===== src/rtl/taximeter_core.sv =====
// Clocked taximeter fare engine: trip FSM, saturating distance/wait counters,
// day/night tariff and a registered, clamped fare that freezes at trip end.
module taximeter_core #(
  parameter int unsigned MIL_W          = 8,
  parameter int unsigned TIME_W         = 7,
  parameter int unsigned COST_W         = 11,
  parameter int unsigned BASE_FARE      = 8,
  parameter int unsigned BASE_MIL       = 3,
  parameter int unsigned BASE_TIME      = 3,
  parameter int unsigned MIL_RATE       = 2,
  parameter int unsigned NIGHT_MIL_RATE = 3,
  parameter int unsigned TIME_RATE      = 1
) (
  input  logic              clk,
  input  logic              rst_n,
  input  logic              start,
  input  logic              stop,
  input  logic              clear,
  input  logic              night,
  input  logic              mil_pulse,
  input  logic              min_tick,
  output logic [MIL_W-1:0]  mil,
  output logic [TIME_W-1:0] timee,
  output logic [COST_W-1:0] cost,
  output logic              busy,
  output logic              sat
);

  localparam int unsigned MAX_MIL_RATE = (MIL_RATE > NIGHT_MIL_RATE) ? MIL_RATE : NIGHT_MIL_RATE;
  localparam int unsigned MAX_RATE     = (MAX_MIL_RATE > TIME_RATE) ? MAX_MIL_RATE : TIME_RATE;
  localparam int unsigned RATE_W       = $clog2(MAX_RATE + 2);
  localparam int unsigned CNT_W        = (MIL_W > TIME_W) ? MIL_W : TIME_W;
  localparam int unsigned PROD_W       = CNT_W + RATE_W + 2;
  // Wide enough for base fare plus both products without wrapping.
  localparam int unsigned FARE_W       = ((COST_W + 2) > PROD_W) ? (COST_W + 2) : PROD_W;

  typedef enum logic [1:0] {
    ST_IDLE = 2'd0,
    ST_RUN  = 2'd1,
    ST_HOLD = 2'd2
  } state_t;

  state_t state_q, state_d;

  logic trip_start_c, trip_clear_c, count_en_c, fare_en_c;
  logic night_q;

  logic              mil_max_c, time_max_c;
  logic [MIL_W-1:0]  mil_d;
  logic [TIME_W-1:0] timee_d;
  logic [FARE_W-1:0] mil_extra_c, time_extra_c, mil_rate_c, fare_c;
  logic              fare_ovf_c;
  logic [COST_W-1:0] cost_fare_c, cost_d;
  logic              sat_d;

  // State register
  always_ff @(posedge clk) begin
    if (!rst_n) state_q <= ST_IDLE;
    else        state_q <= state_d;
  end

  // Next-state logic; start beats clear in HOLD
  always_comb begin
    state_d = state_q;
    unique case (state_q)
      ST_IDLE: if (start) state_d = ST_RUN;
      ST_RUN:  if (stop)  state_d = ST_HOLD;
      ST_HOLD: begin
        if (start)      state_d = ST_RUN;
        else if (clear) state_d = ST_IDLE;
      end
      default: state_d = ST_IDLE;
    endcase
  end

  // FSM control decode; stop in RUN masks same-cycle pulses
  always_comb begin
    trip_start_c = 1'b0;
    trip_clear_c = 1'b0;
    count_en_c   = 1'b0;
    fare_en_c    = 1'b0;
    unique case (state_q)
      ST_IDLE: trip_start_c = start;
      ST_RUN: begin
        count_en_c = !stop;
        fare_en_c  = 1'b1;
      end
      ST_HOLD: begin
        trip_start_c = start;
        trip_clear_c = clear && !start;
      end
      default: ;
    endcase
  end

  // Fare from registered counters, clamped to the output width
  always_comb begin
    mil_extra_c  = '0;
    time_extra_c = '0;
    if (FARE_W'(mil) > FARE_W'(BASE_MIL))
      mil_extra_c = FARE_W'(mil) - FARE_W'(BASE_MIL);
    if (FARE_W'(timee) > FARE_W'(BASE_TIME))
      time_extra_c = FARE_W'(timee) - FARE_W'(BASE_TIME);
    mil_rate_c  = night_q ? FARE_W'(NIGHT_MIL_RATE) : FARE_W'(MIL_RATE);
    fare_c      = FARE_W'(BASE_FARE) + mil_rate_c * mil_extra_c
                + FARE_W'(TIME_RATE) * time_extra_c;
    fare_ovf_c  = fare_c > FARE_W'({COST_W{1'b1}});
    cost_fare_c = fare_ovf_c ? {COST_W{1'b1}} : fare_c[COST_W-1:0];
  end

  // Counter, cost and sticky-saturation next values
  always_comb begin
    mil_max_c  = &mil;
    time_max_c = &timee;
    mil_d      = mil;
    timee_d    = timee;
    cost_d     = cost;
    sat_d      = sat;
    if (trip_start_c || trip_clear_c) begin
      mil_d   = '0;
      timee_d = '0;
    end else if (count_en_c) begin
      if (mil_pulse && !mil_max_c) mil_d   = mil + MIL_W'(1);
      if (min_tick && !time_max_c) timee_d = timee + TIME_W'(1);
    end
    if (trip_clear_c)   cost_d = COST_W'(BASE_FARE);
    else if (fare_en_c) cost_d = cost_fare_c;
    if (trip_start_c) begin
      sat_d = 1'b0;
    end else begin
      if (count_en_c && ((mil_pulse && mil_max_c) || (min_tick && time_max_c))) sat_d = 1'b1;
      if (fare_en_c && fare_ovf_c) sat_d = 1'b1;
    end
  end

  always_ff @(posedge clk) begin
    if (!rst_n) begin
      mil     <= '0;
      timee   <= '0;
      cost    <= COST_W'(BASE_FARE);
      busy    <= 1'b0;
      sat     <= 1'b0;
      night_q <= 1'b0;
    end else begin
      mil   <= mil_d;
      timee <= timee_d;
      cost  <= cost_d;
      busy  <= (state_d == ST_RUN);
      sat   <= sat_d;
      if (trip_start_c) night_q <= night;
    end
  end

endmodule


===== config.mk =====
export PLATFORM = sky130hd
export DESIGN_NAME = taximeter_core
export DESIGN_NICKNAME = d
export VERILOG_FILES = /design/src/rtl/taximeter_core.sv
export SDC_FILE = /design/constraint.sdc
export NUM_CORES = 1
export LEC_CHECK = 0
export BUFFER_PORTS_ARGS = -buffer_cell sky130_fd_sc_hd__buf_4
export CELL_PAD_IN_SITES_DETAIL_PLACEMENT = 1
export CELL_PAD_IN_SITES_GLOBAL_PLACEMENT = 1
export CORE_MARGIN = 2
export CORE_UTILIZATION = 35
export CTS_BUF_LIST = sky130_fd_sc_hd__clkbuf_4
export DETAILED_ROUTE_END_ITERATION = 8
export GPL_TIMING_DRIVEN = 1
export PLACE_DENSITY = 0.74
export SETUP_SLACK_MARGIN = 0.3
export SLEW_MARGIN = 20
export SYNTH_ARGS = -nofsm -noshare
export SYNTH_HDL_FRONTEND = slang
export SYNTH_SLANG_ARGS = --single-unit
export TNS_END_PERCENT = 100

===== constraint.sdc =====
create_clock -name clk -period 8.4 [get_ports clk]
set_input_delay 0.84 -clock clk [delete_from_list [all_inputs] [get_ports clk]]
set_output_delay 0.84 -clock clk [all_outputs]
set_load 0.01 [all_outputs]

==> impl.org, run 1 <==
** Outcome
- The flow ran to the end, and the final reports show no timing, DRC or antenna violations.

** Power
- Cell leakage power :: 1.248 nW
- For this design the ratio of total power to cell area is 103.5 nW/um2.
- Max IR drop VDD :: 0.00003610 V

** CTS
- Buffers inserted to repair hold after CTS numbered 0.
- The clock tree synthesis step divided the H-tree into 2 levels.
- Clk sinks :: 31
- Buffers inserted during clock tree synthesis total 5.
- Once the clock tree was built, the setup fixing pass inserted 0 buffers.
- CTS placed an instance of sky130_fd_sc_hd__clkbuf_4 at the clock tree root.
- In this run the deepest clock path goes through 2 buffers.
- TritonCTS built the clock tree.
- CTS clock-pin slew for the worst setup and hold paths :: 100 ps
- Gates resized during post-CTS repair numbered 0.
- Insertion delay to the later sink of the worst-skew pair :: 340 ps

** Worst setup path
- STA classifies the critical path startpoint as a flip-flop.
- The setup check on the worst reg-to-reg path leaves a slack of 3730 ps.
- R2r startpoint :: mil[2]
- Crit-path most repeated cell :: sky130_fd_sc_hd__fa_1
- On the critical path, the stage with the largest delay is an instance of sky130_fd_sc_hd__o31ai_4.
- Data on the critical path arrives at its endpoint at 4860 ps.
- FF-to-FF End :: cost[9]
- The setup path with the least slack is of type reg2reg.
- CP cell instances :: or4_4 -> nor3_1 -> o21ai_0 -> and2_1 -> fa_1 -> fa_1 -> ha_1 -> a21o_1 -> and4_1 -> a311oi_2 -> o211a_1 -> o31ai_4 -> a311oi_1
- STA classifies the critical path endpoint as a flip-flop.
- Crit-path max cell delay :: 610 ps
- CP Max Fanout :: 12
- Number of cells on the worst reg-to-reg path :: 13
- Data required time of the worst path :: 8590 ps

** Hold path
- Hold Path Class :: reg2reg
- Along the worst hold path, the cell count comes to 2.
- The worst hold path begins at cost[9].
- The path with the worst hold slack has its endpoint at cost[9].

** Cells and area
- Summing all multi-input logic gate instances after layout gives 1683 um2.
- Relative to the synthesized area, the layout overhead comes to 15.32%.
- Most used cells in the layout excluding fill and tap cells :: sky130_fd_sc_hd__nor2_1 (45), sky130_fd_sc_hd__buf_4 (37), sky130_fd_sc_hd__dfxtp_1 (31), sky130_fd_sc_hd__ha_1 (24)
- Proportion of layout cells with a drive suffix above 1 :: 20.52%
- The number of antenna diodes in the final layout is 0.
- Count of filler cells inserted in the layout :: 814
- Commonest non-fill, non-tap cell in the layout :: sky130_fd_sc_hd__nor2_1
- In the final layout, flip-flops and latches occupy 620.6 um2.
- The net count of the finished layout is 347.

** STA
- The number of failing hold endpoints at the final stage was 0.
- The worst path needs 4668 ps of the cycle, external delays included.
- Setup repair after global routing left no endpoint under its margin.
- For this run, the top clock speed supported by timing is 214.2 MHz.
- Fin Setup TNS :: 0 ps
- Post-route worst setup slack :: 3732 ps
- Final worst path period share :: 55.58%
- On the final layout, the worst hold slack is 517.7 ps.
- At the pin with the least slew margin, the transition time is 681.4 ps.
- Final setup violation count :: 0
- Fin Clk Skew :: 14.05 ps
- The final-report max-slew violation count is 0.
- Measured against its own limit, the worst slew margin works out to 54.58%.

** Placement
- Port buffering added 35 buffers.
- Worst Setup Slack post-DPL :: 3381 ps
- HPWL after DPL :: 4590 um
- At the end of routability-driven placement, the weighted congestion stood at 0.7326.

** Yosys
- For this run, the number of Yosys warnings is 0.
- Post-synthesis instance total :: 275
- The cell area that synthesis handed to floorplanning was 2410 um2.
- Yosys mapped a number of flops with a built-in enable equal to 0.
- Flip-flop and latch count after synthesis :: 31
- Ys async rst share :: 0%
- Each instance of the synthesized netlist takes up on average 8.763 um2.
- Portion of the post-synthesis area used by sequential elements :: 25.75%
- Among all flip-flop cells after synthesis, the most frequent one is sky130_fd_sc_hd__dfxtp_1.
- Count of cell types in the netlist :: 50

** GRT
- The number of global-route vias before repair is 2103.
- Global router's overall resource usage :: 15.89%
- Entering global routing, the biggest net connects 20 pins.
- Initial antenna violation count :: 0
- Leftover overflow at the end of global routing :: 0
- The first global-routing pass estimated 9611 um of wire.

** Route
- After detailed routing, the number of remaining DRC violations is 0.
- In this run, the number of DRC markers left after iteration 0 of detailed routing was 25.
- In this run the remaining antenna-violating nets after routing total 0.
- Total detailed-routing wirelength :: 5676 um
- After detailed routing, the number of vias per cell comes to 5.305.
- Count of vias placed by the detailed router :: 2053
- Wirelength per Cell :: 14.67 um
- Drt pass-1 iters :: 4

** Die
- The floorplan step defined a core boundary enclosing 6719 um2.
- Pin placement for this block handled 36 I/O pins.
- From bottom edge to top edge, the die measures 86.98 um.
- In this run the horizontal extent of the chip is 86.98 um.
- For this configuration, the core starts out at a cell density of 35.87%.
- Row generation in the floorplan step produced 30 rows.
- Area enclosed by the die boundary :: 7565 um2

** Flow run
- Max-cap violations in this run came to 0.
[worst max-delay path by stage]
stage / startpoint / endpoint / slack [ps] / cells after the start
after floorplan: mil[2] / cost[10] / 4090 / 15
after global placement: mil[2] / cost[7] / 3540 / 13
after detailed placement: mil[2] / cost[5] / 3380 / 13
after CTS: mil[2] / cost[9] / 3380 / 13
after global routing: mil[2] / sat / 3380 / 13
final: mil[2] / cost[9] / 3730 / 13
[stage by stage]
step / std cells / total power [mW] / area [um2] / util [%]
5_1_grt: 387 / 0.3043 / 2779 / 41.36
2_1_floorplan: 276 / 0.1862 / 2414 / -
6_report: 387 / 0.2877 / 2779 / 41.36
4_1_cts: 387 / 0.2930 / 2770 / 41.23
3_5_place_dp: 379 / 0.2031 / 2718 / 40.45
3_3_place_gp: 379 / 0.2017 / 2718 / 40.45
[sequential cells by signal, summed over array words and instances, names as in the netlist]
register  cells
busy          1
night_q       1
mil           8
state_q       2
sat           1
timee         7
cost         11
[synth_stat cells, types with 3 or more instances]
cell                       count  area share [%]
sky130_fd_sc_hd__a211oi_2      3             1.6
sky130_fd_sc_hd__a21oi_1      13             2.7
sky130_fd_sc_hd__a311oi_2      6             3.7
sky130_fd_sc_hd__and3_1        5             1.3
sky130_fd_sc_hd__clkbuf_1      9             1.4
sky130_fd_sc_hd__dfxtp_1      31              26
sky130_fd_sc_hd__fa_1          9             7.5
sky130_fd_sc_hd__ha_1         24              12
sky130_fd_sc_hd__inv_1        12             1.9
sky130_fd_sc_hd__nand2_1      12             1.9
sky130_fd_sc_hd__nand2b_1      4             1.0
sky130_fd_sc_hd__nand3_1       6             1.2
sky130_fd_sc_hd__nand4_1       6             1.6
sky130_fd_sc_hd__nor2_1       45             7.0
sky130_fd_sc_hd__nor2b_1       5             1.3
sky130_fd_sc_hd__nor3_1        6             1.2
sky130_fd_sc_hd__o21a_1        3            0.93
sky130_fd_sc_hd__o21ai_0      10             2.1
sky130_fd_sc_hd__or3_1         4             1.0
sky130_fd_sc_hd__xnor2_1      12             4.4
sky130_fd_sc_hd__xor2_1       13             4.7
[cells by family (layout without fill, tap and decap cells)]
group                    count (synthesis)  count (layout)  synth area share, %
AO/OA/AOI/OAI                           52              52                17.45
XOR/XNOR                                25              25                9.086
adder cells (fa/ha/maj)                 33              33                19.94
buffers and inverters                   26              57                4.932
flip-flops                              31              31                25.75
multiplexers                             2               2               0.8308
other                                    2               3               0.3116
AND/OR/NAND/NOR                        104             104                21.70
[report_power, final]
part	internal, mW	switching, mW	leakage, nW
combinational	0.0189	0.0235	0.965
sequential	0.153	0.00427	0.252
clock	0.0342	0.0541	0.0307
[critical path, delay by kind of cell, from the launching register on]
family	cells	cell delay, ps
AND/OR/NAND/NOR	4	1290
flip-flops	1	430
AO/OA/AOI/OAI	6	1530
adder cells (fa/ha/maj)	3	1270
[routing by layer]
metal	GRT usage [%]	wire, um
met2	28.73	2964
met1	19.32	2528
met3	2.654	130
met5	0	0
met4	4.261	52
[final cells by class]
type / count / share of cell area [%]
multi-input combinational: 219 / 60.56
sequential: 31 / 22.33
timing repair buffer: 37 / 9.995
tap: 80 / 3.602
clock buffer: 6 / 1.621
inverter: 12 / 1.621
clock inverter: 2 / 0.2701
(Power assumes the default switching activity.)
==> run 2, diff against run 1 <==
--- a/config.mk
+++ b/config.mk
@@ -5,6 +5,7 @@
 export SDC_FILE = /design/constraint.sdc
 export NUM_CORES = 1
 export LEC_CHECK = 0
+export ABC_AREA = 1
 export BUFFER_PORTS_ARGS = -buffer_cell sky130_fd_sc_hd__buf_4
 export CELL_PAD_IN_SITES_DETAIL_PLACEMENT = 1
 export CELL_PAD_IN_SITES_GLOBAL_PLACEMENT = 1
@@ -13,7 +14,7 @@
 export CTS_BUF_LIST = sky130_fd_sc_hd__clkbuf_4
 export DETAILED_ROUTE_END_ITERATION = 8
 export GPL_TIMING_DRIVEN = 1
-export PLACE_DENSITY = 0.74
+export PLACE_DENSITY = 0.77
 export SETUP_SLACK_MARGIN = 0.3
 export SLEW_MARGIN = 20
 export SYNTH_ARGS = -nofsm -noshare
==> constraint.sdc (replaced) <==
create_clock -name clk -period 4.6 [get_ports clk]
set_input_delay 0.46 -clock clk [delete_from_list [all_inputs] [get_ports clk]]
set_output_delay 0.46 -clock clk [all_outputs]
set_load 0.01 [all_outputs]
==> impl.org, run 2 <==
** STA
- Final Slew Violations :: 0 (unchanged)
- Actual transition at the worst max-transition pin :: 514.2 ps (-167.1 ps)
- Final worst path period share :: 80.35% (+25 points)
- Fin Setup TNS :: 0 ps (unchanged)
- Fin Clk Skew :: 10.61 ps (-3.440 ps)
- Maximum operating frequency :: 270.6 MHz (+26%)
- Final setup violation count :: 0 (unchanged)
- The number of failing hold endpoints at the final stage is 0 (unchanged).
- Setup repair after global routing left no endpoint under its margin.
- The relative slew slack came to 65.61% (+11 points).
- Time the final worst path needs with I/O delays and setup :: 3696 ps (-972.4 ps)

** Route
- Drt pass-1 iters :: 4 (unchanged)
- The post-detailed-route wirelength per cell was 11.98 um (-18%).
- Total detailed-routing wirelength :: 6374 um (+12%)
- The detail-routed via count per cell came to 4.703 (-11%).
- The via total after detailed routing was 2502 (+22%).
- The number of antenna-violating nets in the routed design was 0 (unchanged).
- The residual DRC count came to 0 (unchanged).
- The violation count after the first detailed-route iteration was 43 (+72%).

** Placement
- The number of port buffers came to 35 (unchanged).
- The post-DP HPWL is 5425 um (+18%).
- The cell area after placement is 2959 um2 (+8.9%).
- The final weighted congestion of routability-driven global placement was 0.8170 (+12%).

** Die
- The site row count came to 31 (+3.3%).
- Placeable core area :: 7214 um2 (+7.4%)
- Number of ports placed on the die boundary :: 36 (unchanged)
- Die width :: 90.13 um (+3.6%)
- The die area was 8123 um2 (+7.4%).
- The effective utilization at floorplan came to 35.99% (+0.12 points).
- The y dimension of the die came to 90.13 um (+3.6%).

** Cells and area
- Final antenna diode count :: 0 (unchanged)
- Commonest non-fill, non-tap cell in the layout :: sky130_fd_sc_hd__nand2_1
- Final non-filler cell area :: 3035 um2 (+9.2%)
- Proportion of layout cells with a drive suffix above 1 :: 15.24% (-5.3 points)
- Most used cells in the layout excluding fill and tap cells :: sky130_fd_sc_hd__nand2_1 (87), sky130_fd_sc_hd__nor2_1 (65), sky130_fd_sc_hd__inv_1 (52), sky130_fd_sc_hd__buf_4 (35), sky130_fd_sc_hd__dfxtp_1 (31)
- Fraction of the core area covered by cells at the end of the flow :: 42.07% (+0.71 points)
- Top Registers :: cost: 11 flops, mil: 8 flops, timee: 7 flops
- The area growth from synthesis to layout is 16.92%.
- Final nets :: 473 (+36%)
- The register with the most flip-flops in the final layout is cost.
- The number of flip-flops under the largest register name is 11 (unchanged).

** CTS
- The total clock sinks was 31 (unchanged).
- The total of hold buffers inserted after clock tree synthesis is 0 (unchanged).
- The number of buffers created by CTS came to 5 (unchanged).
- The post-CTS setup buffer count was 0 (unchanged).
- Root buf cell :: sky130_fd_sc_hd__clkbuf_4
- The source-to-sink clock delay at the later pin of the worst-skew pair came to 340 ps (about the same).
- The H-tree depth came to 2 (unchanged).
- The post-CTS clock slew at the launch and capture registers of the worst setup and hold paths came to 110 ps (about the same).
- The number of buffers between clock root and the deepest sink came to 2 (unchanged).
- TritonCTS clock tree :: built
- Number of gates given a new drive strength after cts :: 0 (unchanged)

** Yosys
- The top cell type's share of synthesized area was 23.90% (-1.8 points).
- Portion of the post-synthesis area used by sequential elements :: 23.90% (-1.8 points)
- Yosys top cell by area :: sky130_fd_sc_hd__dfxtp_1
- Sorting the synthesized cells by area gives the leading types as sky130_fd_sc_hd__dfxtp_1 (24%), sky130_fd_sc_hd__nand2_1 (13%), sky130_fd_sc_hd__ha_1 (12%), sky130_fd_sc_hd__nor2_1 (9.4%), sky130_fd_sc_hd__inv_1 (7.5%).
- The count of yosys warnings during synthesis came to 0 (unchanged).
- By instance count, the leading cell after synthesis is sky130_fd_sc_hd__nand2_1.
- The count of distinct cell types in the synthesized netlist was 32 (-36%).
- The share of flip-flops with an asynchronous set or reset is 0% (unchanged).
- The total standard cell area after synthesis is 2596 um2 (+7.7%).
- Among all flip-flop cells after synthesis, the most frequent one is sky130_fd_sc_hd__dfxtp_1.
- The synthesis-stage register bit count was 31 (unchanged).
- By count the netlist is led by sky130_fd_sc_hd__nand2_1 (87), sky130_fd_sc_hd__nor2_1 (65), sky130_fd_sc_hd__inv_1 (52).
- EDFF count, synth :: 0 (unchanged)
- Mean Syn Cell Area :: 6.589 um2 (-25%)
- The cell count after synthesis was 394 (+43%).

** Worst setup path
- The cell family contributing the most delay on the critical path is adder cells.
- The maximum cell stage delay along the critical path is 540 ps (-70 ps).
- The largest individual stage delay along the critical path comes from the cell sky130_fd_sc_hd__fa_1.
- Crit-path most repeated cell :: sky130_fd_sc_hd__nand2_1
- Type of element capturing the critical path :: flip-flop
- The required time of the critical path is 4880 ps (-3710 ps).
- The critical path arrival came to 3970 ps (-890 ps).
- Number of cells on the worst reg-to-reg path :: 20 (+7)
- CP Max Fanout :: 10 (-2)
- CP Depth :: 20 (+7)
- Number of buffers and inverters on the critical path :: 4 (+4)
- CP cell instances :: inv_1 -> nand2_1 -> nor2_1 -> inv_2 -> nand2_1 -> nand3_1 -> inv_2 -> a21oi_1 -> nand2_1 -> ha_1 -> inv_1 -> fa_1 -> fa_1 -> nand3_1 -> nand3_1 -> nand2_1 -> nand2_1 -> nand2_2 -> nand2_1 -> a21oi_1
- Type of element launching the critical path :: flip-flop
- The critical path in this run is classified as reg2reg.
- The register-to-register path setup slack is 900 ps (-2830 ps).

** GRT
- Global router's overall resource usage :: 16.67% (+0.79 points)
- The overall overflow remaining after global route is 0 (unchanged).
- The global-route wire length before repair came to 11240 um (+17%).
- Largest net degree at the start of global routing :: 22 (+10%)
- The number of global-route vias before repair is 2593 (+23%).
- Initial antenna violation count :: 0 (unchanged)

** Hold path
- Worst Hold Depth :: 3 (+1)
- Hold Path Class :: in2reg

** Power
- Max IR drop VDD :: 0.0001523 V (+320%)
- Cell leakage power :: 1.616 nW (+29%)
- Pwr/cell area :: 203.4 nW/um2 (+96%)

** Flow run
- The number of max-cap violations came to 0 (unchanged).

** Outcome
- Status :: finished clean
## run 2: cell count changes in the layout (fill, tap and decap cells not counted), moves of 5 or more
cell,delta
sky130_fd_sc_hd__nand2_1,+75
sky130_fd_sc_hd__inv_1,+40
sky130_fd_sc_hd__nor2_1,+20
sky130_fd_sc_hd__o21ai_1,+16
sky130_fd_sc_hd__inv_2,+12
sky130_fd_sc_hd__nand3_1,+10
sky130_fd_sc_hd__a21oi_1,+9
sky130_fd_sc_hd__a311oi_2,-6
sky130_fd_sc_hd__xnor2_1,-6
sky130_fd_sc_hd__and3_1,-5
sky130_fd_sc_hd__nor2b_1,-5
sky130_fd_sc_hd__o21ai_0,-5
sky130_fd_sc_hd__xor2_1,-5
## run 2: kinds of logic after synthesis
kind of cell / count (synthesis) / share of synthesized area (%)
AOI/OAI and AO/OA: 48 / 9.591
xor gates and xnor gates: 14 / 4.723
adders and majority gates: 33 / 18.51
buffers and inverters: 69 / 10.31
DFF: 31 / 23.90
other: 2 / 0.2893
and+or+nand+nor: 197 / 32.67
## run 2: final timing paths
path	start	to
max	mil[2]	sat
min	rst_n	sat
max reg2reg	mil[2]	sat
min reg2reg	cost[3]	cost[3]
## run 2: final cells by class
cell class,instances,area [um2]
clock buffers,5,37.54
clock inverters,3,38.79
fillers,991,4179
inverters,64,240.2
multi-input cells,295,1712
flip-flops and latches,31,620.6
well taps,99,123.9
repair buffers,35,262.8
## run 2: metal layers
layer / vias to the layer above / wire length (um) / GRT usage [%]
li1: 1305 / - / -
met1: 1163 / 2976 / 19.75
met2: 29 / 3133 / 30.70
met3: 5 / 211 / 4.023
met4: 0 / 53 / 3.077
met5: - / 0 / 0
## run 2: power by group
| group | leakage, nW | switching [mW] | total [mW] | internal, mW |
|---|---|---|---|---|
| clock | 0.0426 | 0.102 | 0.214 | 0.112 |
| sequential | 0.253 | 0.00846 | 0.289 | 0.281 |
| combinational | 1.32 | 0.0685 | 0.115 | 0.0461 |
## run 2: stage by stage
step | setup WS, ps | std cells | hold WS, ps | power, mW
after floorplan | 1324 | 395 | 523.4 | 0.3710
after global placement | 992.2 | 524 | 496.9 | 0.4077
after detailed placement | 903.4 | 524 | 498.6 | 0.4116
after CTS | 870.7 | 532 | 359.3 | 0.6296
after global routing | 512.9 | 532 | 365.5 | 0.6587
final | 904.0 | 532 | 378.4 | 0.6175
## run 2: tightest hold or removal path, stage by stage
cell and delay (ps):
sky130_fd_sc_hd__buf_4 120, sky130_fd_sc_hd__nand2_1 60, sky130_fd_sc_hd__a21oi_1 40
==> run 3, diff against run 2 <==
--- a/config.mk
+++ b/config.mk
@@ -5,7 +5,7 @@
 export SDC_FILE = /design/constraint.sdc
 export NUM_CORES = 1
 export LEC_CHECK = 0
-export ABC_AREA = 1
+export ABC_AREA = 0
 export BUFFER_PORTS_ARGS = -buffer_cell sky130_fd_sc_hd__buf_4
 export CELL_PAD_IN_SITES_DETAIL_PLACEMENT = 1
 export CELL_PAD_IN_SITES_GLOBAL_PLACEMENT = 1
@@ -14,7 +14,7 @@
 export CTS_BUF_LIST = sky130_fd_sc_hd__clkbuf_4
 export DETAILED_ROUTE_END_ITERATION = 8
 export GPL_TIMING_DRIVEN = 1
-export PLACE_DENSITY = 0.77
+export PLACE_DENSITY = 0.74
 export SETUP_SLACK_MARGIN = 0.3
 export SLEW_MARGIN = 20
 export SYNTH_ARGS = -nofsm -noshare
==> constraint.sdc (replaced) <==
create_clock -name clk -period 3.63 [get_ports clk]
set_input_delay 0.363 -clock clk [delete_from_list [all_inputs] [get_ports clk]]
set_output_delay 0.363 -clock clk [all_outputs]
set_load 0.01 [all_outputs]
==> impl.org, run 3 (synthesis results as in run 1) <==
** Worst setup path
- The required time of the critical path came to 3880 ps (-1000 ps).
- Critical path class :: reg2reg
- The critical path arrival is 4370 ps (+400 ps).
- Type of element capturing the critical path :: flip-flop
- The worst setup path is launched from a flip-flop.
- CP Max Fanout :: 12 (+2)

** Placement
- IO buf count :: 35 (unchanged)
- Placed standard-cell area :: 3178 um2 (+7.4%)
- The final weighted congestion of routability-driven global placement came to 0.8544 (+4.6%).
- The post-DP HPWL was 5189 um (-4.3%).

** GRT
- Largest net degree at the start of global routing :: 20 (-9.1%)
- First-pass GRT wire length :: 11470 um (+2.0%)
- Leftover overflow at the end of global routing :: 0 (unchanged)
- The global-route total usage across every layer was 18.99% (+2.3 points).
- Vias in the first global route :: 2517 (-2.9%)
- The initial antenna violation count came to 0 (unchanged).

** STA
- Setup repair after global routing could not meet its margin everywhere.
- The post-route fraction of the period consumed by the critical path was 113.4% (+33 points).
- Final Slew Violations :: 0 (unchanged)
- The final period demand of the worst path was 4115 ps (+419.2 ps).
- The worst hold-check slack is 290.6 ps (-87.76 ps).
- Normalized max-slew margin :: 56.57% (-9.0 points)
- Maximum operating frequency :: 243.0 MHz (-10%)
- Fin Clk Skew :: 8.980 ps (-1.628 ps)
- Final setup violation count :: 12 (+12)
- Actual transition at the worst max-transition pin :: 650.1 ps (+135.9 ps)
- Post-route worst setup slack :: -485.2 ps (-1389 ps)
- The number of failing hold endpoints at the final stage was 0 (unchanged).
- Fin Setup TNS :: -5277 ps (-5277 ps)

** Cells and area
- The library cell used most frequently in the layout, excluding fill and tap cells, is sky130_fd_sc_hd__buf_4.
- The layout net count was 400 (-15%).
- Area overhead of the layout relative to synthesis :: 37.23%
- Final non-filler cell area :: 3307 um2 (+8.9%)
- The number of flip-flops under the largest register name was 11 (unchanged).
- The core occupancy in the finished layout was 49.22% (+7.1 points).
- In the final layout, the registers with the most flip-flops are cost: 11 flops, mil: 8 flops, timee: 7 flops.
- Most used cells in the layout excluding fill and tap cells :: sky130_fd_sc_hd__buf_4 (89), sky130_fd_sc_hd__nor2_1 (45), sky130_fd_sc_hd__dfxtp_1 (29), sky130_fd_sc_hd__ha_1 (21)
- Counting flops per register, the top entry is cost.
- The antenna diode count is 0 (unchanged).
- Proportion of layout cells with a drive suffix above 1 :: 37.22% (+22 points)

** Hold path
- Hold Path Class :: in2reg

** Die
- Initial Utilization :: 35.87% (-0.12 points)
- The die area was 7565 um2 (-6.9%).
- The I/O pin count was 36 (unchanged).
- Die Y :: 86.98 um (-3.5%)
- Placeable core area :: 6719 um2 (-6.9%)
- The die outline width was 86.98 um (-3.5%).
- Cell row count :: 30 (-3.2%)

** Route
- The violation count after the first detailed-route iteration was 71 (+65%).
- Final ANT Viol Nets :: 0 (unchanged)
- Count of vias placed by the detailed router :: 2320 (-7.3%)
- Wirelength per Cell :: 15.61 um (+30%)
- The total routed wirelength was 6869 um (+7.8%).
- Drt pass-1 iters :: 4 (unchanged)
- Vias per cell :: 5.273 (+12%)
- DRC violations left :: 0 (unchanged)

** CTS
- Clk sinks :: 31 (unchanged)
- # H-tree levels :: 2 (unchanged)
- TritonCTS clock tree :: built
- Root buf cell :: sky130_fd_sc_hd__clkbuf_4
- The total of hold buffers inserted after clock tree synthesis is 0 (unchanged).
- The number of buffers between clock root and the deepest sink came to 2 (unchanged).
- The post-CTS clock slew at the launch and capture registers of the worst setup and hold paths came to 110 ps (about the same).
- The number of buffers created by CTS is 5 (unchanged).
- Insertion delay to the later sink of the worst-skew pair :: 330 ps (about the same)

** Outcome
- Violations in the final reports :: setup timing
- Status :: finished, violations left

** Power
- Cell leakage power :: 1.523 nW (-5.7%)
- The worst-case vdd ir drop came to 0.00009817 V (-36%).
- The power density over the cells was 208.0 nW/um2 (+2.3%).

** Flow run
- # Max-Cap Violations :: 0 (unchanged)
run 3: changes by cell type in the layout (fill, tap and decap cells not counted), moves of 11 or more:
| cell | previous run | this run |
|---|---|---|
| sky130_fd_sc_hd__buf_4 | 35 | 89 |
| sky130_fd_sc_hd__nor2_1 | 65 | 45 |
| sky130_fd_sc_hd__inv_2 | 12 | 1 |
| sky130_fd_sc_hd__nand2_1 | 87 | 12 |
| sky130_fd_sc_hd__o21ai_1 | 17 | 1 |
| sky130_fd_sc_hd__inv_1 | 52 | 11 |
run 3: metrics by stage:
step                      cells  worst slack (ps)  total power [mW]
after global routing        440            -619.0            0.7256
after floorplan             276            -464.4            0.4313
after CTS                   439            -469.2            0.6937
after detailed placement    429            -587.5            0.4772
after global placement      429            -377.9            0.4739
final                       440            -485.2            0.6879
run 3: layer usage:
| layer | global-route usage [%] | share of wire, % |
|---|---|---|
| met5 | 2.098 | 0 |
| met4 | 5.398 | 2.4 |
| met3 | 2.654 | 3.2 |
| met2 | 35.81 | 53 |
| met1 | 21.88 | 41 |
run 3: worst paths after layout:
| path | startpoint | to | depth (start not counted) | slack, ps |
|---|---|---|---|---|
| worst max-delay path | mil[2] | cost[6] | 14 | -490 |
| worst min-delay path | min_tick | timee[6] | 3 | 290 |
| worst max register to register | mil[2] | cost[6] | 14 | -490 |
| worst min register to register | cost[1] | cost[1] | 2 | 540 |
run 3: cell type report:
class	count	area, um2
sequential	31	623.1
inverter	12	45.04
clock inverter	1	5.005
multi-input combinational	219	1793
fill	806	3412
clock buffer	7	52.55
timing repair buffer	90	688.2
tap	80	100.1
run 3: worst max-delay path: stages (launching register included):
cell	delay, ps
sky130_fd_sc_hd__dfxtp_2	330
sky130_fd_sc_hd__or4_4	560
sky130_fd_sc_hd__nor3_4	250
sky130_fd_sc_hd__o21ai_2	120
sky130_fd_sc_hd__and2_4	160
sky130_fd_sc_hd__fa_2	380
sky130_fd_sc_hd__fa_1	520
sky130_fd_sc_hd__ha_1	310
sky130_fd_sc_hd__a21o_1	170
sky130_fd_sc_hd__and4_1	230
sky130_fd_sc_hd__a311oi_4	290
sky130_fd_sc_hd__o211a_1	220
sky130_fd_sc_hd__o31ai_2	70
sky130_fd_sc_hd__buf_12	160
sky130_fd_sc_hd__a311oi_2	250
run 3: repair_timing:
| action | in CTS | in global routing |
|---|---|---|
| resized for setup | 4 | 3 |
| pin swaps | 5 | 9 |
| buffers inserted | 2 | 1 |
| endpoints found under the setup margin | 12 | 12 |
run 3: power breakdown:
part / internal (mW) / total, mW / switching, mW / leakage [nW]
Sequential: 0.353 / 0.362 / 0.00908 / 0.254
Clock: 0.0905 / 0.216 / 0.126 / 0.0361
Combinational: 0.0508 / 0.109 / 0.0586 / 1.23
